`config.mk`:
```
export PLATFORM = sky130hd
export DESIGN_NAME = pipe_hazard_unit
export DESIGN_NICKNAME = d
export VERILOG_FILES = /design/src/rtl/pipe_hazard_unit.sv
export SDC_FILE = /design/constraint.sdc
export NUM_CORES = 1
export LEC_CHECK = 0
export BUFFER_PORTS_ARGS = -buffer_cell sky130_fd_sc_hd__buf_2
export CAP_MARGIN = 30
export CORE_UTILIZATION = 46
export CTS_BUF_LIST = sky130_fd_sc_hd__clkbuf_16
export CTS_CLUSTER_DIAMETER = 80
export DETAILED_ROUTE_END_ITERATION = 10
export HOLD_SLACK_MARGIN = 0.12
export PLACE_DENSITY = 0.75
export SLEW_MARGIN = 0
export SYNTH_ARGS = -nofsm -noshare
export SYNTH_HDL_FRONTEND = slang
export SYNTH_SLANG_ARGS = --single-unit
```
`constraint.sdc`:
```
create_clock -name clk -period 1.85 [get_ports clk]
set_input_delay 0.185 -clock clk [delete_from_list [all_inputs] [get_ports clk]]
set_output_delay 0.185 -clock clk [all_outputs]
set_load 0.1 [all_outputs]
```
`src/rtl/pipe_hazard_unit.sv`:
```
// rtl/pipe_hazard_unit.sv - stall/flush/freeze/halt control for the five-stage pipe
// HAZARD_FWD_EN: forwarding present, only load-use hazards stall.
module pipe_hazard_unit #(
  parameter int TIMEOUT = 255
) (
  input  logic        clk,
  input  logic        rst,
  input  logic [2:0]  id_rs,
  input  logic [2:0]  id_rt,
  input  logic        id_rs_vld,
  input  logic        id_rt_vld,
  input  logic        ex_RegWriteEN,
  input  logic        ex_MemEn,
  input  logic        ex_MemWr,
  input  logic [2:0]  ex_dst_reg_num,
  input  logic        mem_RegWriteEN,
  input  logic [2:0]  mem_dst_reg_num,
  input  logic        ex_redirect,
  input  logic        mem_busy,
  input  logic        halt_in,
  output logic        pc_en,
  output logic        ifid_en,
  output logic        idex_en,
  output logic        exmem_en,
  output logic        memwb_en,
  output logic        ifid_flush,
  output logic        idex_flush,
  output logic        halted,
  output logic        mem_timeout,
  output logic [15:0] stall_cycles
);

  typedef enum logic [1:0] {
    RUN    = 2'd0,
    FREEZE = 2'd1,
    HALT   = 2'd2
  } state_t;

  state_t     state_q, state_d, run_next;
  logic [8:0] freeze_cnt_q, freeze_cnt_d;
  logic [9:0] busy_len;
  logic       timeout_set;
  logic       ex_match, data_hazard;
  logic [4:0] run_en, en;
  logic       run_ifid_flush, run_idex_flush;

  assign ex_match = (id_rs_vld & (id_rs == ex_dst_reg_num)) |
                    (id_rt_vld & (id_rt == ex_dst_reg_num));

`ifdef HAZARD_FWD_EN
  logic unused_mem_fields;
  assign unused_mem_fields = &{1'b0, mem_RegWriteEN, mem_dst_reg_num};
  assign data_hazard = ex_MemEn & ~ex_MemWr & ex_RegWriteEN & ex_match;
`else
  logic mem_match;
  logic unused_ex_mem_ctl;
  assign unused_ex_mem_ctl = &{1'b0, ex_MemEn, ex_MemWr};
  assign mem_match = (id_rs_vld & (id_rs == mem_dst_reg_num)) |
                     (id_rt_vld & (id_rt == mem_dst_reg_num));
  assign data_hazard = (ex_RegWriteEN & ex_match) | (mem_RegWriteEN & mem_match);
`endif

  // Priority response used in RUN and on the cycle a freeze releases
  always_comb begin
    run_en         = 5'b11111;
    run_ifid_flush = 1'b0;
    run_idex_flush = 1'b0;
    run_next       = RUN;
    if (halt_in) begin
      run_en   = 5'b00000;
      run_next = HALT;
    end else if (mem_busy) begin
      run_en   = 5'b00000;
      run_next = FREEZE;
    end else if (ex_redirect) begin
      run_ifid_flush = 1'b1;
      run_idex_flush = 1'b1;
    end else if (data_hazard) begin
      run_en         = 5'b00111;
      run_idex_flush = 1'b1;
    end
  end

  // The RUN cycle that saw mem_busy first is busy cycle 1, so add it plus this cycle
  assign busy_len = {1'b0, freeze_cnt_q} + 10'd2;

  always_comb begin
    state_d      = state_q;
    freeze_cnt_d = 9'd0;
    timeout_set  = 1'b0;
    en           = 5'b00000;
    ifid_flush   = 1'b0;
    idex_flush   = 1'b0;
    case (state_q)
      RUN: begin
        en         = run_en;
        ifid_flush = run_ifid_flush;
        idex_flush = run_idex_flush;
        state_d    = run_next;
      end
      FREEZE: begin
        if (mem_busy && !halt_in) begin
          freeze_cnt_d = freeze_cnt_q + 9'd1;
          if (busy_len >= 10'(TIMEOUT)) begin
            timeout_set  = 1'b1;
            freeze_cnt_d = 9'd0;
            state_d      = HALT;
          end
        end else begin
          en         = run_en;
          ifid_flush = run_ifid_flush;
          idex_flush = run_idex_flush;
          state_d    = run_next;
        end
      end
      HALT: state_d = HALT;
      default: state_d = RUN;
    endcase
    if (!rst) begin
      en         = 5'b00000;
      ifid_flush = 1'b0;
      idex_flush = 1'b0;
    end
  end

  assign pc_en    = en[4];
  assign ifid_en  = en[3];
  assign idex_en  = en[2];
  assign exmem_en = en[1];
  assign memwb_en = en[0];
  assign halted   = (state_q == HALT);

  always_ff @(posedge clk or negedge rst) begin
    if (!rst) begin
      state_q      <= RUN;
      freeze_cnt_q <= 9'd0;
      mem_timeout  <= 1'b0;
      stall_cycles <= 16'd0;
    end else begin
      state_q      <= state_d;
      freeze_cnt_q <= freeze_cnt_d;
      if (timeout_set)
        mem_timeout <= 1'b1;
      if (!en[4] && state_q != HALT && stall_cycles != 16'hFFFF)
        stall_cycles <= stall_cycles + 16'd1;
    end
  end

endmodule

```
==> results.md, run 1 <==
- Slew Viols, Final: 0
- Period utilisation layout: 102%
- Largest net degree at the start of global routing: 29
- Initial drt markers: 36
- Synthesis-to-finish area growth: 43.6%
- Synth Area in XOR/XNOR: 18.4%
- Ys flop type: dfrtp_1
- Initial Util: a little under 50%
- Hold slack: roughly 0.23 ns
- Commonest non-fill, non-tap cell in the layout: buf_2
- I/O pins: 48
- Fin util: between 70% and 80%
- Die ar.: about 3900 um2
- Mux share of post-synthesis cell area: 1.58%
- Least-Margin Pin Slew: between 0.4 and 0.5 ns
- Critical Path AT: 2.08 ns
- Pleak: 1.07 nW
- Synth Instances: ~170
- Final wirelength: between 3000 and 4000 um
- Clock sinks: 28
- DP HPWL: about 2800 um
- Pre-antenna DRT Iters: 5
- Final min period: approximately 1.9 ns
- Commonest cells after routing, fill and taps aside: buf_2, xnor2_1, dfrtp_1
- Synth unique cells: 35
- Crit path max fanout: 5
- Critical path, cell by cell: nand4_1 > nor3_2 > mux2_4 > a21o_1 > or3_4 > buf_8 > nor2_4
- Cell Rows: 21
- Critical path type: flop to flop
- Via count: 1,443
- Share of layout cells above drive strength 1: 42.8%
- Synthesized area: 1670 um2
- Highest clock rate: 529 MHz
- Num CTS Buffers: 3
- Final setup fails: 9
- RSZ-0062 raised after global routing: true
- Synth Area in Compound Gates: about 5.6%
- Routability Congestion: approximately 0.87
- Total negative slack: -0.179 ns
- Post-Synth Simple-Gate Area: 25.1%
- Worst path slowest cell: or3_4
- Total gr overflow: 0
- Number of vias per cell: 5.12
- Clock Skews: between 0.003 and 0.004 ns
- Post-route worst setup slack: -0.0389 ns
- Seq/Total Area, Yosys: 42.0%
- Port buffer count: 45
- Top cell type's share of synthesized area: 42.0%
- Worst Hold Class: input pin to flop
- Post-route DRC: 0
- Largest family of logic cells by synthesized area: simple AND/OR/NAND/NOR gates
- Fill cells: roughly 250
- Outcome: complete, but fails checks
- Leading area contributor after synthesis: dfrtp_1
- GRT Total Usage: a little over a fifth
- Post-synth EDFFs: 0
- Synth Register Bits: 28
- CP Capture Type: flop
- CTS max path bufs: 2
- Core footprint: roughly 3400 um2
- Nets: about 260
- Failing checks: negative setup slack
- Hold Crit Depth: 3
- Power, Total: about 2.6 mW
- Top area cells in the synthesized netlist: dfrtp_1, xnor2_1, nand3_1, nand4_1, xor2_1
- Max Cap Viol: 0
- Die W: between 60 and 70 um
- DR WL/cell: about 13 um
- Final Hold Viols: 0
- VDD IR-drop max: 1.50 mV
- Required time of the worst setup path: a little over 2 ns
- Layout Cells excl Fill: between 200 and 300
- CTS tree: done
- Mean post-synth cell area: 9.86 um2
- Chip height: 62.2 um
- CP Launch Type: flop
- Synth Area in Adders: under 10%
- Rel. slew slack: 66.9%
- Initial antenna violation count: 0
- Post-synth ARST share: 100%
- Yosys warns: 0
- CP max stage delay: ~0.39 ns
- Placed Instances: between 200 and 300
- Ant. Diodes: 0
- Clk_lat worst skew: 0.26 ns
- Pwr dens: roughly 1100 nW/um2
- Root Driver: clkbuf_16
- Worst reg2reg path depth: 7
- Post-route ant nets: 0
- Vias in the first global route: 1,534
- Reg clk slew, reported paths: about 0.070 ns
- First-pass GRT wire length: between 6000 and 7000 um
- Mapped Nets: 196
- Htree depth: 1
-- power by group --
group	internal [mW]	switching (mW)	leakage (nW)
Sequential	0.691	0.0840	0.377
Clock	0.290	0.199	0.0385
Combinational	0.364	0.945	0.655
Total	1.34	1.23	1.07
-- path summary, 6_finish.rpt --
path / start / to / slack (ns)
worst max-delay path: freeze_cnt_q[2]$_DFF_PN0_ / freeze_cnt_q[0]$_DFF_PN0_ / -0.04
worst min-delay path: mem_busy / state_q[0]$_DFFE_PN0P_ / 0.23
worst max register to register: freeze_cnt_q[2]$_DFF_PN0_ / freeze_cnt_q[0]$_DFF_PN0_ / -0.04
worst min register to register: mem_timeout$_DFFE_PN0P_ / mem_timeout$_DFFE_PN0P_ / 0.49
max in group asynchronous: rst / stall_cycles[2]$_DFFE_PN0P_ / 1.10
min in group asynchronous: rst / state_q[1]$_DFFE_PN0P_ / 0.48
-- metal layers --
layer  wire [um]  share of wire, %  track usage [%]
met1        1570                41             25.0
met2        2060                54             37.9
met3         116               3.1             4.41
met4          40               1.1             6.10
met5           0                 0                0
-- registers in the layout (all words and copies together) (netlist names) --
signal        flops
freeze_cnt_q      9
mem_timeout       1
stall_cycles     16
state_q           2
-- final cells by class --
cell class | instances | area (um2) | share of cell area [%]
sequential | 28 | 701 | 29.3
multi-input combinational | 129 | 1000 | 41.9
clock inverter | 1 | 3.75 | 0.157
clock buffer | 3 | 75.1 | 3.14
inverter | 6 | 22.5 | 0.941
timing repair buffer | 69 | 532 | 22.2
tap | 46 | 57.6 | 2.40
-- critical path, delay by kind of cell, from the launching register on --
family / cells / cell delay (ns)
buffers and inverters: 1 / 0.15
muxes: 1 / 0.31
and+or+nand+nor: 4 / 0.80
AOI/OAI and AO/OA: 1 / 0.17
DFF: 1 / 0.37
-- synthesized netlist by cell type, types with 2 or more instances --
cell type,n
a21oi_1,3
and2_1,3
and3_1,4
buf_4,3
buf_6,2
dfrtp_1,28
ha_1,4
inv_1,6
nand2_1,12
nand2b_1,3
nand3_1,16
nand4_1,11
nor2_1,11
nor2_2,7
nor3_1,3
xnor2_1,29
xor2_1,6
-- cells by family after synthesis --
kind of cell,count (synthesis)
multiplexers,2
XOR/XNOR,35
AND/OR/NAND/NOR,76
flip-flops,28
adder cells (fa/ha/maj),4
buffers and inverters,12
AO/OA/AOI/OAI,12
-- timing repair --
item                                   4_1_cts  5_1_grt
setup buffers                                1        0
endpoints found under the hold margin       28        0
pin swaps                                    9        7
hold buffers                                 1        0
gates cloned                                 0        0
setup endpoints to repair                    9       19
resized for setup                            6       10
-- per-stage QoR --
| step | cell area [um2] | worst slack, ns |
|---|---|---|
| 6_report | 2390 | -0.0389 |
| 5_1_grt | 2390 | -0.121 |
| 4_1_cts | 2350 | -0.0322 |
| 3_5_place_dp | 2230 | -0.0259 |
| 3_3_place_gp | 2230 | 0.0247 |
| 2_1_floorplan | 1740 | -1.01 |
No activity file was read; power rests on OpenSTA's default activity.
==> run 2, diff against run 1 <==
- SETUP_SLACK_MARGIN: unset -> 0.15
==> results.md, run 2 (same netlist as run 1, synthesis figures left out) <==
- Highest clock rate: 544 MHz (+2.7%)
- Via count: 1,442 (-0.069%)
- R2R Setup Slk: 0.01 ns (+0.05 ns)
- Core footprint: 3420 um2 (unchanged)
- Worst setup path end: freeze_cnt_q[3]$_DFF_PN0_
- Synthesis-to-finish area growth: 47.3%
- Clk_lat worst skew: 0.26 ns (about the same)
- Pleak: 1.11 nW (+3.8%)
- Final Hold Viols: 0 (unchanged)
- DP HPWL: 2650 um (-4.3%)
- Post-route DRC: 0 (unchanged)
- Max Cap Viol: 0 (unchanged)
- Final wirelength: 3720 um (-1.7%)
- Initial antenna violation count: 0 (unchanged)
- Initial Util: 48.8% (unchanged)
- Worst setup path start: freeze_cnt_q[5]$_DFF_PN0_
- Reg power frac: 27.2% (-2.9 points)
- CTS max path bufs: 2 (unchanged)
- CP Capture Type: flop
- Required time of the worst setup path: 2.05 ns (about the same)
- Worst Hold Class: input pin to flop
- CP Launch Type: flop
- Critical Path AT: 2.04 ns (-0.04 ns)
- P_int: 1.55 mW (+15%)
- Number of vias per cell: 5.06 (-1.1%)
- Post-route ant nets: 0 (unchanged)
- Share of layout cells above drive strength 1: 43.9% (+1.1 points)
- Vias in the first global route: 1,485 (-3.2%)
- GRT Total Usage: 20.3% (-0.68 points)
- Outcome: completed
- Htree depth: 1 (unchanged)
- Die W: 62.2 um (unchanged)
- Nets: 267 (+1.1%)
- Pre-antenna DRT Iters: 4 (-1)
- Combinational power share: 49.8% (-1.1 points)
- Post-placement cell area: 2210 um2 (-0.67%)
- Initial drt markers: 27 (-25%)
- Pwr dens: 1140 nW/um2 (+6.0%)
- Ant. Diodes: 0 (unchanged)
- Rel. slew slack: 67.7% (+0.81 points)
- Final min period: 1.84 ns (-0.0492 ns)
- RSZ-0062 raised after global routing: true
- CTS tree: done
- Reg clk slew, reported paths: 0.07 ns (about the same)
- VDD IR-drop max: 1.70 mV (+13%)
- Worst R2R End: freeze_cnt_q[3]$_DFF_PN0_
- Period utilisation layout: 99.4% (-2.7 points)
- Total negative slack: 0 ns (+0.179 ns)
- Commonest non-fill, non-tap cell in the layout: buf_2
- Chip height: 62.2 um (unchanged)
- Clock sinks: 28 (unchanged)
- Slew Viols, Final: 0 (unchanged)
- Crit path max fanout: 5 (unchanged)
- Clk pwr share: 23.0% (+4.0 points)
- Clock Skews: 0.00213 ns (-0.00125 ns)
- Register with the most flip-flops: stall_cycles
- Num CTS Buffers: 3 (unchanged)
- Final setup fails: 0 (-9)
- Largest net degree at the start of global routing: 29 (unchanged)
- DR WL/cell: 13.1 um (-2.8%)
- I/O pins: 48 (unchanged)
- First-pass GRT wire length: 6370 um (-3.4%)
- Die ar.: 3870 um2 (unchanged)
- Least-Margin Pin Slew: 0.488 ns (-0.0122 ns)
- Sw Ratio: 44.7% (-3.1 points)
- Cell Rows: 21 (unchanged)
- Routability Congestion: 0.765 (-12%)
- Switching pwr: 1.25 mW (+1.7%)
- Port buffer count: 45 (unchanged)
- Worst reg2reg path depth: 7 (unchanged)
- Largest register FFs: 16 (unchanged)
- R2R Path Start: freeze_cnt_q[5]$_DFF_PN0_
- Largest regs: stall_cycles (16), freeze_cnt_q (9), state_q (2)
- Root Driver: clkbuf_16
- Total gr overflow: 0 (unchanged)
- Critical path type: flop to flop
- Design Area, Final: 2450 um2 (+2.6%)
- Commonest cells after routing, fill and taps aside: buf_2, xnor2_1, dfrtp_1
-- run 2: routing by layer --
metal | wire length, um | track usage, % | share of wire [%] | vias to the layer above
met5 | 0 | 0 | 0 | -
met4 | 42 | 2.62 | 1.1 | 0
met3 | 115 | 4.60 | 3.1 | 7
met2 | 1900 | 36.3 | 51 | 25
met1 | 1660 | 25.6 | 45 | 695
li1 | - | - | - | 715
-- run 2: per-stage QoR --
stage | setup WS [ns] | util [%] | cells | hold WS, ns | power, mW
after global routing | -0.0767 | 71.9 | 285 | 0.233 | 2.91
final | 0.0102 | 71.9 | 285 | 0.220 | 2.80
after global placement | 0.0260 | 64.8 | 274 | 0.221 | 2.04
after detailed placement | -0.0119 | 64.8 | 274 | 0.231 | 2.06
after floorplan | -1.01 | - | 169 | -0.111 | 1.75
after CTS | -0.0222 | 69.8 | 282 | 0.216 | 2.73
-- run 2: what timing repair did --
| action | 4_1_cts | 5_1_grt |
|---|---|---|
| pin swaps | 6 | 8 |
| hold buffers | 1 | 0 |
| resized for setup | 8 | 9 |
| setup buffers | 3 | 3 |
| setup endpoints to repair | 22 | 29 |
| endpoints found under the hold margin | 28 | 0 |
-- run 2: worst min path at each step --
| stage | startpoint | endpoint | cells past startpoint |
|---|---|---|---|
| 2_1_floorplan | rst | freeze_cnt_q[0]$_DFF_PN0_ | 0 |
| 3_3_place_gp | rst | state_q[1]$_DFFE_PN0P_ | 2 |
| 3_5_place_dp | rst | state_q[1]$_DFFE_PN0P_ | 2 |
| 4_1_cts | mem_busy | state_q[0]$_DFFE_PN0P_ | 3 |
| 5_1_grt | mem_busy | state_q[0]$_DFFE_PN0P_ | 3 |
| 6_report | mem_busy | state_q[0]$_DFFE_PN0P_ | 3 |
-- run 2: area by class of cell --
cell class	count	area [um2]
fill	270	961
sequential	28	701
clock inverter	1	30.0
inverter	6	22.5
timing repair buffer	72	562
clock buffer	3	75.1
tap	46	57.6
multi-input combinational	129	1010
-- run 2: power by group through the flow --
stage / Clock [mW] / Combinational (mW) / Sequential [mW]
after floorplan: 0 / 0.517 / 1.23
after global placement: 0 / 1.26 / 0.782
after detailed placement: 0 / 1.27 / 0.785
after CTS: 0.658 / 1.30 / 0.773
after global routing: 0.676 / 1.46 / 0.771
final: 0.642 / 1.39 / 0.762
-- run 2: critical path: stages (launching register included) --
cell and delay, ns:
dfrtp_1 0.37, nand4_1 0.13, nor3_2 0.20, mux2_4 0.31
a21o_1 0.16, or3_4 0.38, buf_6 0.14, nor2_2 0.09
==> run 3, diff against run 2 <==
- CORE_ASPECT_RATIO: unset -> 0.7
==> results.md, run 3 (same netlist as run 1, synthesis figures left out) <==
- Outcome: complete, but fails checks
- Failing checks: negative setup slack
- Ant. Diodes: 0 (unchanged)
- Final wirelength: 4760 um (+28%)
- Post-route ant nets: 0 (unchanged)
- Chip height: 52.4 um (-16%)
- Clock Skews: 0.00224 ns (+0.000104 ns)
- Hold Crit Depth: 2 (-1)
- CTS max path bufs: 2 (unchanged)
- Combinational power share: 54.8% (+5.0 points)
- Final Hold Viols: 0 (unchanged)
- Number of vias per cell: 5.36 (+5.9%)
- Largest regs: stall_cycles (16), freeze_cnt_q (9), state_q (2)
- Htree depth: 1 (unchanged)
- Critical Path AT: 2.11 ns (+0.07 ns)
- Slew Viols, Final: 0 (unchanged)
- Register with the most flip-flops: stall_cycles
- Critical path type: flop to flop
- Clock sinks: 28 (unchanged)
- Cell Rows: 17 (-19%)
- GRT Total Usage: 26.5% (+6.2 points)
- Final setup fails: 12 (+12)
- Worst setup path start: freeze_cnt_q[2]$_DFF_PN0_
- Hold_sp: mem_busy
- R2R Setup Slk: -0.06 ns (-0.07 ns)
- Initial Util: 50.6% (+1.8 points)
- Via count: 1,575 (+9.2%)
- CTS tree: done
- Port buffer count: 45 (unchanged)
- Worst reg2reg path depth: 7 (unchanged)
- Reg power frac: 27.6% (+0.4 points)
- Die W: 73.9 um (+19%)
- Synthesis-to-finish area growth: 56.4%
- Final min period: 1.91 ns (+0.0746 ns)
- First-pass GRT wire length: 7570 um (+19%)
- Worst Hold Class: input pin to flop
- Share of layout cells above drive strength 1: 49.8% (+5.9 points)
- Max Cap Viol: 0 (unchanged)
- CP Launch Type: flop
- Period utilisation layout: 103% (+4.0 points)
- P_int: 1.46 mW (-5.8%)
- Crit path max fanout: 5 (unchanged)
- Pre-antenna DRT Iters: 4 (unchanged)
- Pleak: 1.18 nW (+5.8%)
- Initial drt markers: 76 (+180%)
- Placed Instances: 279 (+1.8%)
- RSZ-0062 raised after global routing: true
- Largest net degree at the start of global routing: 29 (unchanged)
- Vias in the first global route: 1,558 (+4.9%)
- Fill cells: 196 (-27%)
- Die ar.: 3870 um2 (+0.10%)
- R2R Path Start: freeze_cnt_q[2]$_DFF_PN0_
- Root Driver: clkbuf_16
- I/O pins: 48 (unchanged)
- Switching pwr: 1.34 mW (+7.0%)
- Total gr overflow: 0 (unchanged)
- Largest register FFs: 16 (unchanged)
- DR WL/cell: 16.2 um (+24%)
- DP HPWL: 3040 um (+15%)
- Clk_lat worst skew: 0.26 ns (about the same)
- Routability Congestion: 0.827 (+8.1%)
- Highest clock rate: 522 MHz (-3.9%)
- Post-route DRC: 0 (unchanged)
- Required time of the worst setup path: 2.04 ns (about the same)
- Nets: 275 (+3.0%)
- Rel. slew slack: 67.0% (-0.72 points)
- Post-route worst setup slack: -0.0643 ns (-0.0746 ns)
- Pwr dens: 1070 nW/um2 (-5.9%)
- Least-Margin Pin Slew: 0.499 ns (+0.0109 ns)
- Initial antenna violation count: 0 (unchanged)
- Commonest non-fill, non-tap cell in the layout: buf_2
- Commonest cells after routing, fill and taps aside: buf_2, dfrtp_1, xnor2_1
- Clk pwr share: 17.7% (-5.3 points)
- CP Capture Type: flop
- Sw Ratio: 47.8% (+3.2 points)
- Hold slack: 0.276 ns (+0.0558 ns)
- VDD IR-drop max: 1.12 mV (-34%)
- Num CTS Buffers: 3 (unchanged)
- Reg clk slew, reported paths: 0.07 ns (about the same)
- Layout Cells excl Fill: 294 (+3.2%)
- Core footprint: 3300 um2 (-3.5%)
## run 3: worst paths after layout
kind / end
max: freeze_cnt_q[1]$_DFF_PN0_
min: mem_timeout$_DFFE_PN0P_
max reg2reg: freeze_cnt_q[1]$_DFF_PN0_
min reg2reg: mem_timeout$_DFFE_PN0P_
max in group asynchronous: state_q[1]$_DFFE_PN0P_
min in group asynchronous: freeze_cnt_q[1]$_DFF_PN0_
## run 3: layout make-up
type	count	area, um2	share of cell area [%]
Tap cell	47	58.8	2.26
Timing Repair Buffer	79	622	23.9
Inverter	6	22.5	0.864
Clock inverter	1	3.75	0.144
Multi-Input combinational cell	130	1120	43.1
Sequential cell	28	702	26.9
Clock buffer	3	75.1	2.88
## run 3: power by group through the flow
stage | Sequential, mW | Clock (mW) | Combinational [mW]
5_1_grt | 0.783 | 0.541 | 1.60
6_report | 0.770 | 0.494 | 1.53
3_3_place_gp | 0.765 | 0 | 1.31
3_5_place_dp | 0.770 | 0 | 1.33
2_1_floorplan | 1.23 | 0 | 0.517
4_1_cts | 0.761 | 0.498 | 1.46
## run 3: metal layers
layer	GRT usage, %	vias up	share of wire [%]
met1	35.0	754	44
met5	0	-	0
met3	5.77	14	5.5
li1	-	744	-
met2	43.0	63	48
met4	8.97	0	2.7
## run 3: critical path, stage by stage (launching register included)
cell and delay [ns]:
dfrtp_1 0.41, nand4_1 0.15, nor3_2 0.17, mux2_4 0.32, a21o_1 0.17, or3_4 0.38, buf_6 0.15, nor2_2 0.10
## run 3: repair_timing
item / in CTS / in global routing
buffers inserted: 7 / 2
endpoints found under the hold margin: 28 / 0
pin swaps: 11 / 13
hold buffers: 1 / 0
gates resized for setup: 23 / 16
gates cloned: 1 / 0
endpoints found under the setup margin: 29 / 34
## run 3: per-stage QoR
stage / util [%] / cell area, um2 / setup WS [ns] / total power, mW / setup TNS (ns)
floorplan: - / 1740 / -1.01 / 1.75 / -16.29
global placement: 68.1 / 2240 / -0.0770 / 2.07 / -0.479
detailed placement: 68.1 / 2240 / -0.115 / 2.10 / -0.803
CTS: 76.0 / 2500 / -0.0444 / 2.72 / -0.239
global route: 79.1 / 2610 / -0.167 / 2.92 / -1.82
finish: 79.1 / 2610 / -0.0643 / 2.79 / -0.532
